**src/rtl/fetch_stage.sv**
```systemverilog
// Instruction fetch: PC, 1-cycle imem interface, RV32C halfword realignment.
// Presents a registered {instruction, pc, compflg, valid} bundle to decode.
module fetch_stage #(
   parameter logic [31:0] RESET_PC  = 32'h0000_0000,
   parameter int          IMEM_AW   = 10,
   parameter logic [31:0] NOP_INSTR = 32'h0000_0013
) (
   input  logic               clk,
   input  logic               rst_n,
   input  logic               stall,
   input  logic               select_target_pc,
   input  logic [31:0]        calculated_target_pc,
   output logic               imem_req,
   output logic [IMEM_AW-1:0] imem_addr,
   input  logic [31:0]        imem_rdata,
   output logic [31:0]        instruction,
   output logic [31:0]        pc,
   output logic               compflg,
   output logic               valid
);

   typedef enum logic [1:0] {BOOT, RUN, REFILL} state_t;

   state_t      state, state_n;
   logic [31:0] fetch_pc, rsp_pc;
   logic [31:0] skid, skid_pc;
   logic [15:0] hw;
   logic [31:0] hw_pc;
   logic        hw_valid, skid_valid;
   logic        rsp_vld, rsp_epoch, epoch;

   logic        pend, word_avail, consume, hw_emit, hw_full;
   logic        skid_valid_n, skid_load, w_c;
   logic [31:0] w, w_pc;
   logic        emit, e_c;
   logic [31:0] e_instr, e_pc;

   assign imem_addr = fetch_pc[IMEM_AW+1:2];

   always_comb begin
      pend       = rsp_vld & (rsp_epoch == epoch);
      w          = skid_valid ? skid : imem_rdata;
      w_pc       = skid_valid ? skid_pc : rsp_pc;
      w_c        = w[1:0] != 2'b11;
      hw_full    = hw_valid & (hw[1:0] != 2'b11);
      word_avail = skid_valid | pend;
      consume    = !stall & word_avail & !hw_full;
      hw_emit    = !stall & hw_full;
      skid_load  = pend & (skid_valid | !consume);
      skid_valid_n = (skid_valid & !consume) | skid_load;
      imem_req   = (state != BOOT) & !skid_valid_n & !hw_full;
      emit       = 1'b0;
      e_c        = 1'b0;
      e_instr    = NOP_INSTR;
      e_pc       = w_pc;
      unique case (1'b1)
         hw_emit: begin
            emit    = 1'b1;
            e_c     = 1'b1;
            e_instr = {16'h0, hw};
            e_pc    = hw_pc;
         end
         consume & hw_valid: begin
            emit    = 1'b1;
            e_instr = {w[15:0], hw};
            e_pc    = hw_pc;
         end
         consume & !hw_valid & !w_pc[1]: begin
            emit    = 1'b1;
            e_c     = w_c;
            e_instr = w_c ? {16'h0, w[15:0]} : w;
         end
         default: ;
      endcase
   end

   always_comb begin
      state_n = state;
      unique case (state)
         BOOT:    state_n = RUN;
         RUN:     state_n = RUN;
         REFILL:  if (pend) state_n = RUN;
         default: state_n = BOOT;
      endcase
      if (select_target_pc) state_n = REFILL;
   end

   always_ff @(posedge clk or negedge rst_n) begin
      if (!rst_n) state <= BOOT;
      else        state <= state_n;
   end

   always_ff @(posedge clk or negedge rst_n) begin
      if (!rst_n) begin
         fetch_pc    <= RESET_PC;
         rsp_pc      <= '0;
         rsp_vld     <= 1'b0;
         rsp_epoch   <= 1'b0;
         epoch       <= 1'b0;
         skid        <= '0;
         skid_pc     <= '0;
         skid_valid  <= 1'b0;
         hw          <= '0;
         hw_pc       <= '0;
         hw_valid    <= 1'b0;
         valid       <= 1'b0;
         instruction <= NOP_INSTR;
         pc          <= '0;
         compflg     <= 1'b0;
      end else begin
         rsp_vld   <= imem_req;
         rsp_epoch <= epoch;
         if (imem_req) rsp_pc <= fetch_pc;
         if (select_target_pc) begin
            // epoch flip kills the response to this cycle's request
            epoch       <= ~epoch;
            fetch_pc    <= calculated_target_pc & ~32'd1;
            skid_valid  <= 1'b0;
            hw_valid    <= 1'b0;
            valid       <= 1'b0;
            instruction <= NOP_INSTR;
            compflg     <= 1'b0;
         end else begin
            if (imem_req) fetch_pc <= {fetch_pc[31:2], 2'b00} + 32'd4;
            skid_valid <= skid_valid_n;
            if (skid_load) begin
               skid    <= imem_rdata;
               skid_pc <= rsp_pc;
            end
            if (hw_emit) begin
               hw_valid <= 1'b0;
            end else if (consume) begin
               hw       <= w[31:16];
               hw_pc    <= {w_pc[31:2], 2'b10};
               hw_valid <= hw_valid | w_pc[1] | w_c;
            end
            if (!stall) begin
               valid       <= emit;
               instruction <= e_instr;
               compflg     <= e_c;
               if (emit) pc <= e_pc;
            end
         end
      end
   end

endmodule

```
**config.mk**
```make
export PLATFORM = sky130hd
export DESIGN_NAME = fetch_stage
export DESIGN_NICKNAME = d
export VERILOG_FILES = /design/src/rtl/fetch_stage.sv
export SDC_FILE = /design/constraint.sdc
export NUM_CORES = 1
export LEC_CHECK = 0
export BUFFER_PORTS_ARGS = -buffer_cell sky130_fd_sc_hd__buf_2
export CAP_MARGIN = 0
export CORE_AREA = 2 2 152 184
export DETAILED_ROUTE_END_ITERATION = 8
export DIE_AREA = 0 0 154 186
export PLACE_DENSITY = 0.64
export SLEW_MARGIN = 30
export SYNTH_ARGS = -nofsm -noshare
export SYNTH_HDL_FRONTEND = slang
export SYNTH_SLANG_ARGS = --single-unit
```
**constraint.sdc**
```tcl
create_clock -name clk -period 3.07 [get_ports clk]
set_clock_uncertainty 0.15 [all_clocks]
set_input_delay 0.614 -clock clk [delete_from_list [all_inputs] [get_ports clk]]
set_output_delay 0.614 -clock clk [all_outputs]
set_load 0.02 [all_outputs]
```
# After elaboration in Yosys (flattened, before gate mapping)
# Index checks and enable logic that the tools add are counted.
[classes]
add_sub_neg = 1
mul = 0
div = 0
n_lt_le_gt_ge = 0
eq_ne = 7
shift = 0
n_mux = 22
n_bitwise = 21
n_reduce_logical = 16
[op_table]
columns = ["cell", "count"]
rows = [
  ["32-bit 2-to-1 mux", 8],
  ["32-bit case mux with 3 select lines", 1],
  ["32-bit by 3-bit adder with 32-bit output, second input constant", 1],
  ["1-bit AND", 12],
  ["1-bit 2-to-1 mux", 9],
  ["1-bit zero test", 6],
  ["3-bit AND reduction", 2],
  ["1-bit bitwise OR", 5],
  ["2-bit 2-to-1 mux", 2],
  ["2-bit inequality test, second input constant", 2],
  ["1-bit inverter", 4],
  ["2-bit case mux with 2 select lines", 1],
  ["2-bit nonzero test", 2],
  ["2-bit OR reduction", 2],
  ["3-bit inequality test, second input constant", 1],
  ["3-bit nonzero test", 1],
  ["3-bit OR reduction", 1],
  ["2-bit by 1-bit equality test with 1-bit output, second input constant", 1],
  ["2-bit equality test, second input constant", 1],
  ["2-bit zero test", 1],
  ["2-bit by 1-bit inequality test with 1-bit output, second input constant", 1],
  ["1-bit case mux with 2 select lines", 1],
  ["2-bit AND reduction", 1],
  ["1-bit equality test", 1],
]
[totals]
ff_bits = 248
latchBits = 0
ramBits = 0
romBits = 0
inputBits = 68
out_inout_bits = 77
elab_cells = 83
mem_count = 0

# Logic depth before layout (Yosys ltp)
# Gate-level depths: netlist (run 1).
[logic_depth]
depth_word = 14
depth_mapped = 9
ltp_nobuf = 6

# Worst setup path after synthesis (run 1)
# Ideal clock, no wire load.
[synth_timing]
kind = "input -> output"
from = "input stall"
to = "output imem_req"
t_arrival_ns = 1.913
required_ns = 2.306
path_slack_ns = 0.393
cell_stages = 6
path_buffers = 2
path_cell_list = "clkbuf_1 nand2_1 o221ai_2 or2_1 buf_2 clkinv_1"
[synth_between]
elab_chain_len = 10
word_cells_on_any_way = 11
classes_between = "bitwise (8); reduce/logical (3)"
[synth_rtl]
columns = ["item", "line_no", "text"]
rows = [
  ["from (decl)", "10", "input logic stall,"],
  ["1-bit zero test *", "n/a", ""],
  ["1-bit AND * (2 in a row)", "47", "consume = !stall & word_avail & !hw_full;"],
  ["1-bit zero test *", "49, 50", ""],
  ["1-bit bitwise OR", "49", "skid_load = pend & (skid_valid | !consume);"],
  ["1-bit AND", "49", ""],
  ["1-bit bitwise OR *", "50", "skid_valid_n = (skid_valid & !consume) | skid_load;"],
  ["1-bit zero test *", "51", "imem_req = (state != BOOT) & !skid_valid_n & !hw_full;"],
  ["1-bit AND * (2 in a row)", "51", ""],
  ["to (decl)", "13", "output logic imem_req,"],
]
# Mark *: on every way between the ends. The rest lies on a longest branch, timed or not.

# Worst setup path after layout (run 1)
[layout_timing]
from = "register epoch"
to = "output imem_req"
[layout_between]
elab_chain_len = 12
word_cells_on_any_way = 13
classes_between = "eq/ne (1); bitwise (10); reduce/logical (2)"
[layout_rtl]
columns = ["item", "line_no", "text"]
rows = [
  ["from (decl)", "30", "logic rsp_vld, rsp_epoch, epoch;"],
  ["from (signal assigned)", "116", "epoch <= ~epoch;"],
  ["1-bit equality test *", "41", "pend = rsp_vld & (rsp_epoch == epoch);"],
  ["1-bit AND *", "41", ""],
  ["1-bit bitwise OR", "46", "word_avail = skid_valid | pend;"],
  ["1-bit AND (2 in a row)", "47", ""],
  ["1-bit zero test", "49, 50", ""],
  ["1-bit bitwise OR", "49", ""],
  ["1-bit AND", "49", ""],
  ["1-bit bitwise OR *", "50", ""],
  ["1-bit zero test *", "51", ""],
  ["1-bit AND * (2 in a row)", "51", ""],
]
# Marked as above.

==> flow_metrics.py, run 1 <==
metrics = {
    "power": {
        "p_int_uw": 8940,
        "pwr-share-seq_pct": 38.4,
        "leakagePower_uw": 0.00583,
        "p_clk_share_pct": 23.4,
        "powerDensity_nw_per_um2": 1060,
        "p_sw_share_pct": 35.9,
        "combPwrFrac_pct": 38.1,
        "switchingPower_uw": 5020,
        "max-vdd-ir-drop_mv": 0.650,
    },
    "grt": {
        "grt_max_degree": 71,
        "grt-ovfl-total": 0,
        "grtUsageTotal_pct": 18.2,
        "grt_pass1_vias": 7813,
        "antenna_found_initial": 0,
        "grt_first_pass_wirelength_um": 42000,
    },
    "worst_hold_path": {
        "min_path_type": "in2reg",
    },
    "route": {
        "wl_um": 25900,
        "first_pass_iters": 5,
        "drtIter0Drc": 454,
        "num_vias": 7832,
        "routedWlPerCell_um": 17.6,
        "post_drt_via_cell_ratio": 5.33,
        "drc": 0,
        "drtAntennaViolNets": 0,
    },
    "place": {
        "dp.cells": 1423,
        "io_buffers": 142,
        "placed_cell_area_um2": 12300,
        "hpwl_um": 17300,
        "preCtsSetupSlack_ns": 0.427,
        "gp_congestion": 0.808,
    },
    "yosys": {
        "synth.net_count": 1059,
        "synth_warnings": 0,
        "ys_seq_area_share_pct": 54.6,
        "yosys_most_used_dff": "dfrtp_1",
        "synth_cell_types": 55,
        "ys_ff_latch": 244,
        "synthCells": 990,
        "async_flop_share_pct": 100,
        "synth_edf_count": 0,
        "synth_area_um2": 11200,
        "syn-mean-instance-area_um2": 11.3,
    },
    "clocking": {
        "clock_sinks": 244,
        "cts_buffers": 25,
        "htreeDepth": 1,
        "clkTransAtPathRegs_ns": 0.06,
        "cts_setup_buffers": 0,
        "cts_root_buffer": "clkbuf_16",
        "cts_tree": "done",
        "cts_buffer_depth": 3,
        "insertion_delay_ns": 0.52,
    },
    "worst_setup_path": {
        "crit_required_ns": 2.31,
        "worstSetupPathType": "reg2out",
        "startpoint_type": "register",
        "max_stage_delay_ns": 0.47,
        "crit_chain": "xor2_2, o221ai_2, or2_1, clkinvlp_4, buf_2",
        "cp-end-kind": "primary output",
        "cp_slowest_cell": "dfrtp_1",
        "cp_max_fo": 6,
        "cp.arrival_ns": 2.13,
    },
    "finish": {
        "regArea_um2": 6110,
        "fillers": 2430,
        "stdcell_count": 1470,
        "nNetsFinal": 1180,
        "final_core_util_pct": 49.1,
        "multi_input_area_um2": 4580,
        "syn_to_final_growth_pct": 17.8,
        "antenna_cells": 0,
        "drive_above_1_share_pct": 31.7,
        "final_cell_area_um2": 13200,
    },
    "floorplan": {
        "dieArea_um2": 28600,
        "num_rows": 66,
        "core-area_um2": 26800,
        "floorplan.initialDensity_pct": 41.7,
        "die_x_um": 154,
        "io_pins": 145,
        "die_h_um": 186,
    },
    "run": {
        "max-cap-violations": 0,
    },
    "timing": {
        "fin_crit_ns": 2.89,
        "tightestPinTransition_ns": 0.689,
        "drv_slew": 0,
        "period_share_pct": 94.2,
        "rsz0062_at_grt": "false",
        "setup_violations": 0,
        "tns_ns": 0,
        "relSlewSlack_pct": 54.0,
        "hold_viol_final": 0,
        "fmax_ghz": 0.346,
        "fin_ws_ns": 0.177,
    },
    "outcome": {
        "status": "completed",
    },
}
## per-layer routing
metal	vias up	global-route usage, %	wire length, um
met1	3867	25.5	12000
li1	3727	-	-
met3	28	2.70	1380
met2	210	30.2	12200
met4	0	3.89	304
met5	-	0	0
## stage by stage
stage	total power [uW]	hold slack (ns)
2_1_floorplan	9320	0.168
3_3_place_gp	10600	0.300
3_5_place_dp	10800	0.301
4_1_cts	14100	0.122
5_1_grt	14900	0.130
6_report	14000	0.144
## cell usage after synthesis, drive strengths merged (3+ instances only)
cell type / instances / area [um^2]
nor2: 53 / 199
o21ai: 76 / 384
nand2: 85 / 319
buf: 46 / 262
a21oi: 49 / 245
nor4: 18 / 128
nand4: 10 / 62.6
or4: 4 / 30.0
nor2b: 5 / 31.3
a211oi: 4 / 35.0
clkbuf: 30 / 113
xor2: 3 / 33.8
a21o: 4 / 30.0
o22ai: 16 / 100
and2: 3 / 18.8
and3: 4 / 25.0
dfstp: 3 / 78.8
and4: 4 / 35.0
a31oi: 3 / 25.0
mux2i: 65 / 651
mux2: 122 / 1370
a22oi: 14 / 105
inv: 40 / 150
xnor2: 26 / 235
a22o: 17 / 149
a2111oi: 6 / 71.3
nand3: 7 / 35.0
nor3: 14 / 75.1
dfrtp: 241 / 6030
## layout make-up
cell class                 instances  share of cell area (%)
sequential                       244                    46.4
multi-input combinational        628                    34.7
timing repair buffer             170                    7.59
clock buffer                      33                    5.43
tap                              340                    3.23
clock inverter                    13                    1.38
inverter                          42                    1.23
## worst paths after layout
kind	endpoint	depth (start not counted)	slack, ns	startpoint
hold / removal	fetch_pc[4]	3	0.14	calculated_target_pc[4]
max in group asynchronous	instruction[0]	3	1.37	rst_n
setup reg to reg	pc[16]	5	0.46	epoch
min in group asynchronous	skid[12]	2	0.49	rst_n
setup / recovery	imem_req	5	0.18	epoch
hold reg to reg	instruction[0]	2	0.31	instruction[0]
## cells in the final DEF (no fill, tap or decap), types with 4 or more instances in the layout
master | synthesis | routed
o22ai_1 | 16 | 16
xnor2_1 | 25 | 25
a22o_1 | 17 | 17
nor3_1 | 13 | 13
a22oi_1 | 14 | 14
buf_12 | 0 | 5
a21oi_1 | 49 | 49
or4_1 | 4 | 4
a21o_1 | 4 | 4
dfrtp_1 | 241 | 240
inv_1 | 40 | 40
o21ai_0 | 75 | 75
clkbuf_8 | 0 | 6
mux2_2 | 122 | 122
bufinv_16 | 0 | 4
nor2b_1 | 5 | 4
buf_2 | 29 | 141
nand2_1 | 85 | 85
nand4_1 | 10 | 10
clkinvlp_4 | 0 | 6
nor4_1 | 17 | 16
mux2i_1 | 65 | 65
and4_1 | 4 | 4
buf_4 | 14 | 21
clkbuf_16 | 0 | 25
nor2_1 | 53 | 53
nand3_1 | 7 | 7
## power by group through the flow
stage | Combinational, uW | Clock, uW | Sequential (uW)
2_1_floorplan | 3850 | 0 | 5470
3_3_place_gp | 5250 | 0 | 5360
3_5_place_dp | 5370 | 0 | 5420
4_1_cts | 5400 | 3350 | 5370
5_1_grt | 5900 | 3490 | 5530
6_report | 5330 | 3270 | 5360
## registers in the layout, indices dropped and copies added (netlist names), 2 cells and up
name and count:
pc 31, hw 16, fetch_pc 31, skid 32, instruction 32, hw_pc 31, rsp_pc 31, skid_pc 31
state 2
## worst max-delay path: cells and delay by family (launching register included)
family	cells	cell delay, ns
compound gates	1	0.16
simple gates	1	0.27
buf+inv	2	0.38
xor+xnor	1	0.33
flops	1	0.47
## logic make-up after synthesis
| group | share of synthesized area (%) |
|---|---|
| fa+ha+maj | 0.201 |
| other cells | 0.0335 |
| xor+xnor | 2.41 |
| compound gates | 11.0 |
| buf+inv | 4.76 |
| flops | 54.6 |
| simple gates | 8.84 |
| mux | 18.1 |
## repair_timing
action / 4_1_cts / 5_1_grt
resized for setup: 0 / 2
hold buffers: 1 / 0
setup endpoints to repair: 0 / 1
endpoints found under the hold margin: 65 / 0
Note: power is estimated with default switching activity, not from simulation.
==> inputs of run 2 (changes only) <==
--- a/config.mk
+++ b/config.mk
@@ -5,12 +5,13 @@
 export SDC_FILE = /design/constraint.sdc
 export NUM_CORES = 1
 export LEC_CHECK = 0
-export BUFFER_PORTS_ARGS = -buffer_cell sky130_fd_sc_hd__buf_2
 export CAP_MARGIN = 0
 export CORE_AREA = 2 2 152 184
 export DETAILED_ROUTE_END_ITERATION = 8
 export DIE_AREA = 0 0 154 186
-export PLACE_DENSITY = 0.64
+export DONT_BUFFER_PORTS = 1
+export PLACE_DENSITY = 0.59
+export RECOVER_POWER = 50
 export SLEW_MARGIN = 30
 export SYNTH_ARGS = -nofsm -noshare
 export SYNTH_HDL_FRONTEND = slang
==> run 2 against run 1 <==
The flow now finishes with violations (hold timing). Non-clock buffer count down 140. Via count down 6.6%. Sequential share of layout area up 2.3 points. Utilization down 2.3 points. Worst hold slack worse by 0.51 ns. Register-to-register slack worse by 0.30 ns. Wire length up 0.20%. Combinational power down 11%. Sequential power up 6.0%. Critical path type unchanged. Largest cell class unchanged.
==> flow_metrics.py, run 2 (same netlist as run 1, synthesis figures left out) <==
metrics = {
    "outcome": {
        "status": "complete, but fails checks",
        "violations": "hold timing",
    },
    "place": {
        "io_buffers": 0,
        "gp_congestion": 0.804,
        "hpwl_um": 16900,
    },
    "run": {
        "max-cap-violations": 0,
    },
    "power": {
        "leakagePower_uw": 0.00525,
        "p_int_uw": 9040,
        "switchingPower_uw": 4910,
        "p_clk_share_pct": 25.3,
        "powerDensity_nw_per_um2": 1110,
        "p_sw_share_pct": 35.2,
        "max-vdd-ir-drop_mv": 0.403,
        "combPwrFrac_pct": 33.9,
        "pwr-share-seq_pct": 40.8,
    },
    "worst_setup_path": {
        "crit_buf_inv": 1,
        "cp_max_fo": 11,
        "max_stage_delay_ns": 0.53,
        "cp.arrival_ns": 2.17,
        "crit_required_ns": 2.31,
        "worstSetupPathType": "reg2out",
        "crit_chain": "a21bo_2, o221ai_2, or2_1, clkinvlp_4",
        "crit_family": "flip-flops",
        "startpoint_type": "register",
        "cp_slowest_cell": "dfrtp_1",
        "cp-end-kind": "primary output",
    },
    "timing": {
        "relSlewSlack_pct": 49.8,
        "tns_ns": 0,
        "fmax_ghz": 0.340,
        "rsz0062_at_grt": "false",
        "tightestPinTransition_ns": 0.753,
        "hold_viol_final": 244,
        "fin_crit_ns": 2.94,
        "drv_slew": 0,
        "period_share_pct": 95.7,
        "setup_violations": 0,
        "timing.hold.ws_ns": -0.364,
    },
    "clocking": {
        "cts_root_buffer": "clkbuf_16",
        "cts_setup_buffers": 0,
        "htreeDepth": 1,
        "hold_buffers": 1,
        "cts_tree": "done",
        "cts_buffers": 26,
        "clock_sinks": 244,
        "clkTransAtPathRegs_ns": 0.06,
        "cts_buffer_depth": 3,
        "insertion_delay_ns": 0.52,
    },
    "route": {
        "drtAntennaViolNets": 0,
        "first_pass_iters": 4,
        "post_drt_via_cell_ratio": 5.49,
        "drc": 0,
        "routedWlPerCell_um": 19.5,
        "drtIter0Drc": 435,
        "num_vias": 7319,
        "wl_um": 26000,
    },
    "finish": {
        "drive_above_1_share_pct": 21.9,
        "top_regs": "instruction x32, skid x32",
        "final_common_cell": "dfrtp_1",
        "syn_to_final_growth_pct": 12.2,
        "antenna_cells": 0,
        "nNetsFinal": 1041,
        "mostFrequentLayoutCells": "dfrtp_1 (240), mux2_2 (122), nand2_1 (85)",
    },
    "floorplan": {
        "die_x_um": 154,
        "floorplan.initialDensity_pct": 41.7,
        "dieArea_um2": 28600,
        "io_pins": 145,
        "num_rows": 66,
        "die_h_um": 186,
        "core-area_um2": 26800,
    },
    "grt": {
        "antenna_found_initial": 0,
        "grt-ovfl-total": 0,
        "grt_first_pass_wirelength_um": 41200,
        "grt_max_degree": 245,
        "grt_pass1_vias": 7320,
        "grtUsageTotal_pct": 18.1,
    },
    "worst_hold_path": {
        "min_path_type": "in2async",
    },
}
run 2: cell count changes in the layout (fill, tap and decap cells not counted), moves of 2 or more:
cell / change
buf_2: -141
clkbuf_1: +2
clkbuf_16: +2
buf_4: +3
clkinvlp_4: -4
bufinv_16: +2
run 2: worst paths after layout:
kind                       cells past startpoint  slack (ns)             start         endpoint
max reg2reg                                    5        0.16             epoch  instruction[21]
min                                            0       -0.36             rst_n  instruction[28]
min reg2reg                                    1        0.33          hw_pc[1]         hw_pc[1]
max in group asynchronous                      0        2.77             rst_n      skid_pc[18]
min in group clk                               1        0.02  select_target_pc          compflg
max                                            4        0.13          hw_valid         imem_req
run 2: routing by layer:
layer	track usage (%)	vias to the layer above	share of wire [%]
met1	23.8	3627	44
met2	29.7	207	47
li1	-	3446	-
met5	0	-	0
met4	6.36	0	2.3
met3	3.96	39	6.5
run 2: what timing repair did:
action,CTS,global route
hold endpoints to repair,245,244
endpoints found under the setup margin,0,1
resized for setup,0,1
run 2: area by class of cell:
cell class,instances,area [um^2]
multi-input combinational,628,4570
clock inverter,12,220
sequential,244,6110
fill,2449,14300
clock buffer,36,759
timing repair buffer,30,290
inverter,42,161
tap,340,425
run 2: power groups by stage:
stage | clock network [uW] | registers [uW] | logic, uW
3_5_place_dp | 0 | 5760 | 4780
3_3_place_gp | 0 | 5700 | 4680
2_1_floorplan | 0 | 5470 | 3850
6_report | 3530 | 5680 | 4730
5_1_grt | 3750 | 5850 | 5250
4_1_cts | 3630 | 5700 | 4800
run 2: through the flow:
stage | worst slack [ns] | util (%) | total power [uW] | std cells | area (um^2)
finish | 0.133 | 46.7 | 13900 | 1332 | 12500
global route | 0.0271 | 46.7 | 14900 | 1332 | 12500
CTS | 0.0462 | 46.8 | 14100 | 1332 | 12500
detailed placement | 0.395 | 43.1 | 10500 | 1283 | 11600
global placement | 0.485 | 43.1 | 10400 | 1283 | 11600
floorplan | 0.393 | - | 9320 | 990 | 11200
==> inputs of run 3 (changes only) <==
--- a/config.mk
+++ b/config.mk
@@ -6,11 +6,11 @@
 export NUM_CORES = 1
 export LEC_CHECK = 0
 export CAP_MARGIN = 0
-export CORE_AREA = 2 2 152 184
+export CORE_AREA = 2 2 201 242
 export DETAILED_ROUTE_END_ITERATION = 8
-export DIE_AREA = 0 0 154 186
+export DIE_AREA = 0 0 203 244
 export DONT_BUFFER_PORTS = 1
-export PLACE_DENSITY = 0.59
+export PLACE_DENSITY = 0.41
 export RECOVER_POWER = 50
 export SLEW_MARGIN = 30
 export SYNTH_ARGS = -nofsm -noshare
==> constraint.sdc (replaced) <==
create_clock -name clk -period 2.5 [get_ports clk]
set_clock_uncertainty 0.15 [all_clocks]
set_input_delay 0.5 -clock clk [delete_from_list [all_inputs] [get_ports clk]]
set_output_delay 0.5 -clock clk [all_outputs]
set_load 0.02 [all_outputs]
==> run 3 against run 2 <==
The flow still finishes with violations (hold timing). Utilization shrank 17 points. Largest cell class unchanged. Clock power grew 19%. First-iteration DRC count shrank 27%. Critical endpoint unchanged. Worst hold slack lost 0.15 ns. Register-to-register slack lost 0.04 ns. Cell area grew 11%. Count of clock-buffer cells in the layout grew 7. Worst setup slack lost 0.088 ns. Power grew 27%. Highest routed layer unchanged. Flip-flop and latch count is the same. Die area grew 73%.
==> flow_metrics.py, run 3 (same netlist as run 1, synthesis figures left out) <==
metrics = {
    "clocking": {
        "insertion_delay_ns": 0.55,
        "hold_buffers": 68,
        "cts_tree": "done",
        "cts_buffer_depth": 3,
        "cts_buffers": 29,
        "clock_sinks": 244,
        "cts_root_buffer": "clkbuf_16",
        "htreeDepth": 1,
        "clkTransAtPathRegs_ns": 0.06,
    },
    "power": {
        "max-vdd-ir-drop_mv": 0.559,
        "total_power_uw": 17700,
        "powerDensity_nw_per_um2": 1280,
        "leakagePower_uw": 0.00569,
    },
    "finish": {
        "nNetsFinal": 1142,
        "drive_above_1_share_pct": 23.1,
        "fillers": 4837,
        "mostFrequentLayoutCells": "dfrtp_1 (238), mux2_2 (122), nand2_1 (85)",
        "top_regs": "instruction x32, skid x32",
        "final_core_util_pct": 29.5,
        "regArea_um2": 6120,
        "multi_input_area_um2": 4630,
        "final_common_cell": "dfrtp_1",
        "antenna_cells": 0,
        "syn_to_final_growth_pct": 24.0,
    },
    "route": {
        "post_drt_via_cell_ratio": 4.49,
        "first_pass_iters": 5,
        "drtAntennaViolNets": 0,
        "drtIter0Drc": 318,
        "num_vias": 7718,
        "wl_um": 32900,
        "drc": 0,
        "routedWlPerCell_um": 19.2,
    },
    "place": {
        "io_buffers": 0,
        "hpwl_um": 20800,
        "gp_congestion": 0.741,
    },
    "worst_setup_path": {
        "crit_chain": "xor2_4, o221ai_2, or2_4, clkinv_8",
        "cp_slowest_cell": "dfrtp_2",
        "cp_max_fo": 6,
        "worstSetupPathType": "reg2out",
        "crit_family": "flip-flops",
        "cp.arrival_ns": 1.81,
        "max_stage_delay_ns": 0.49,
        "crit_buf_inv": 1,
        "crit_required_ns": 1.85,
        "cp-end-kind": "primary output",
        "startpoint_type": "register",
    },
    "timing": {
        "drv_slew": 0,
        "rsz0062_at_grt": "true",
        "fin_crit_ns": 2.46,
        "timing.hold.ws_ns": -0.510,
        "fmax_ghz": 0.407,
        "tightestPinTransition_ns": 0.569,
        "hold_viol_final": 244,
        "setup_violations": 0,
        "relSlewSlack_pct": 61.1,
        "period_share_pct": 98.2,
    },
    "floorplan": {
        "core-area_um2": 46900,
        "die_x_um": 203,
        "floorplan.initialDensity_pct": 23.8,
        "die_h_um": 244,
        "io_pins": 145,
        "num_rows": 87,
        "dieArea_um2": 49500,
    },
    "grt": {
        "grt_first_pass_wirelength_um": 51000,
        "grt_pass1_vias": 8030,
        "grt_max_degree": 245,
        "grtUsageTotal_pct": 13.3,
        "grt-ovfl-total": 0,
        "antenna_found_initial": 0,
    },
    "outcome": {
        "status": "complete, but fails checks",
        "violations": "hold timing",
    },
    "worst_hold_path": {
        "min_path_type": "in2async",
    },
    "run": {
        "max-cap-violations": 0,
    },
}
[run 3: layout make-up]
type                            instances  area share (%)
Inverter                               42            1.23
Clock inverter                         10           0.794
Clock buffer                           43            5.90
Timing Repair Buffer                  128            8.92
Sequential cell                       244            44.1
Tap cell                              623            5.62
Multi-Input combinational cell        628            33.4
[run 3: per-layer routing]
metal,up-vias,wire length (um),track usage [%]
met2,161,15700,22.4
met1,3882,14800,17.5
li1,3643,-,-
met3,32,1920,2.96
met5,-,0,0
met4,0,501,3.07
[run 3: worst paths after layout]
check,from,endpoint,slack [ns],cells after the start
worst max-delay path,epoch,imem_req,0.04,4
worst min-delay path,rst_n,skid[26],-0.51,0
worst max register to register,epoch,skid[2],0.12,5
worst min register to register,hw_pc[1],hw_pc[1],0.32,1
max in group asynchronous,rst_n,skid_valid,2.41,0
min in group clk,imem_rdata[13],instruction[13],0.03,2
[run 3: through the flow]
| step | worst slack (ns) | setup TNS, ns | cell area [um^2] | cells | hold WS (ns) |
|---|---|---|---|---|---|
| final | 0.0446 | 0 | 13900 | 1718 | -0.510 |
| after global routing | -0.0481 | -0.0481 | 13900 | 1718 | -0.548 |
| after CTS | -0.0125 | -0.0125 | 13800 | 1713 | -0.543 |
| after detailed placement | 0.0800 | 0 | 12100 | 1589 | 0.0596 |
| after global placement | 0.0954 | 0 | 12100 | 1589 | 0.0594 |
| after floorplan | 0.0514 | 0 | 11200 | 990 | 0.0544 |
[run 3: power by group]
part	internal, uW	total (uW)	switching, uW
clock network	2460	4190	1730
logic	3200	6600	3390
registers	5590	6950	1370
total	11300	17700	6490
[run 3: repair_timing]
action / CTS / global route
setup endpoints to repair: 1 / 86
endpoints found under the hold margin: 313 / 244
setup buffers: 3 / 5
pin swaps: 3 / 3
resized for setup: 6 / 7
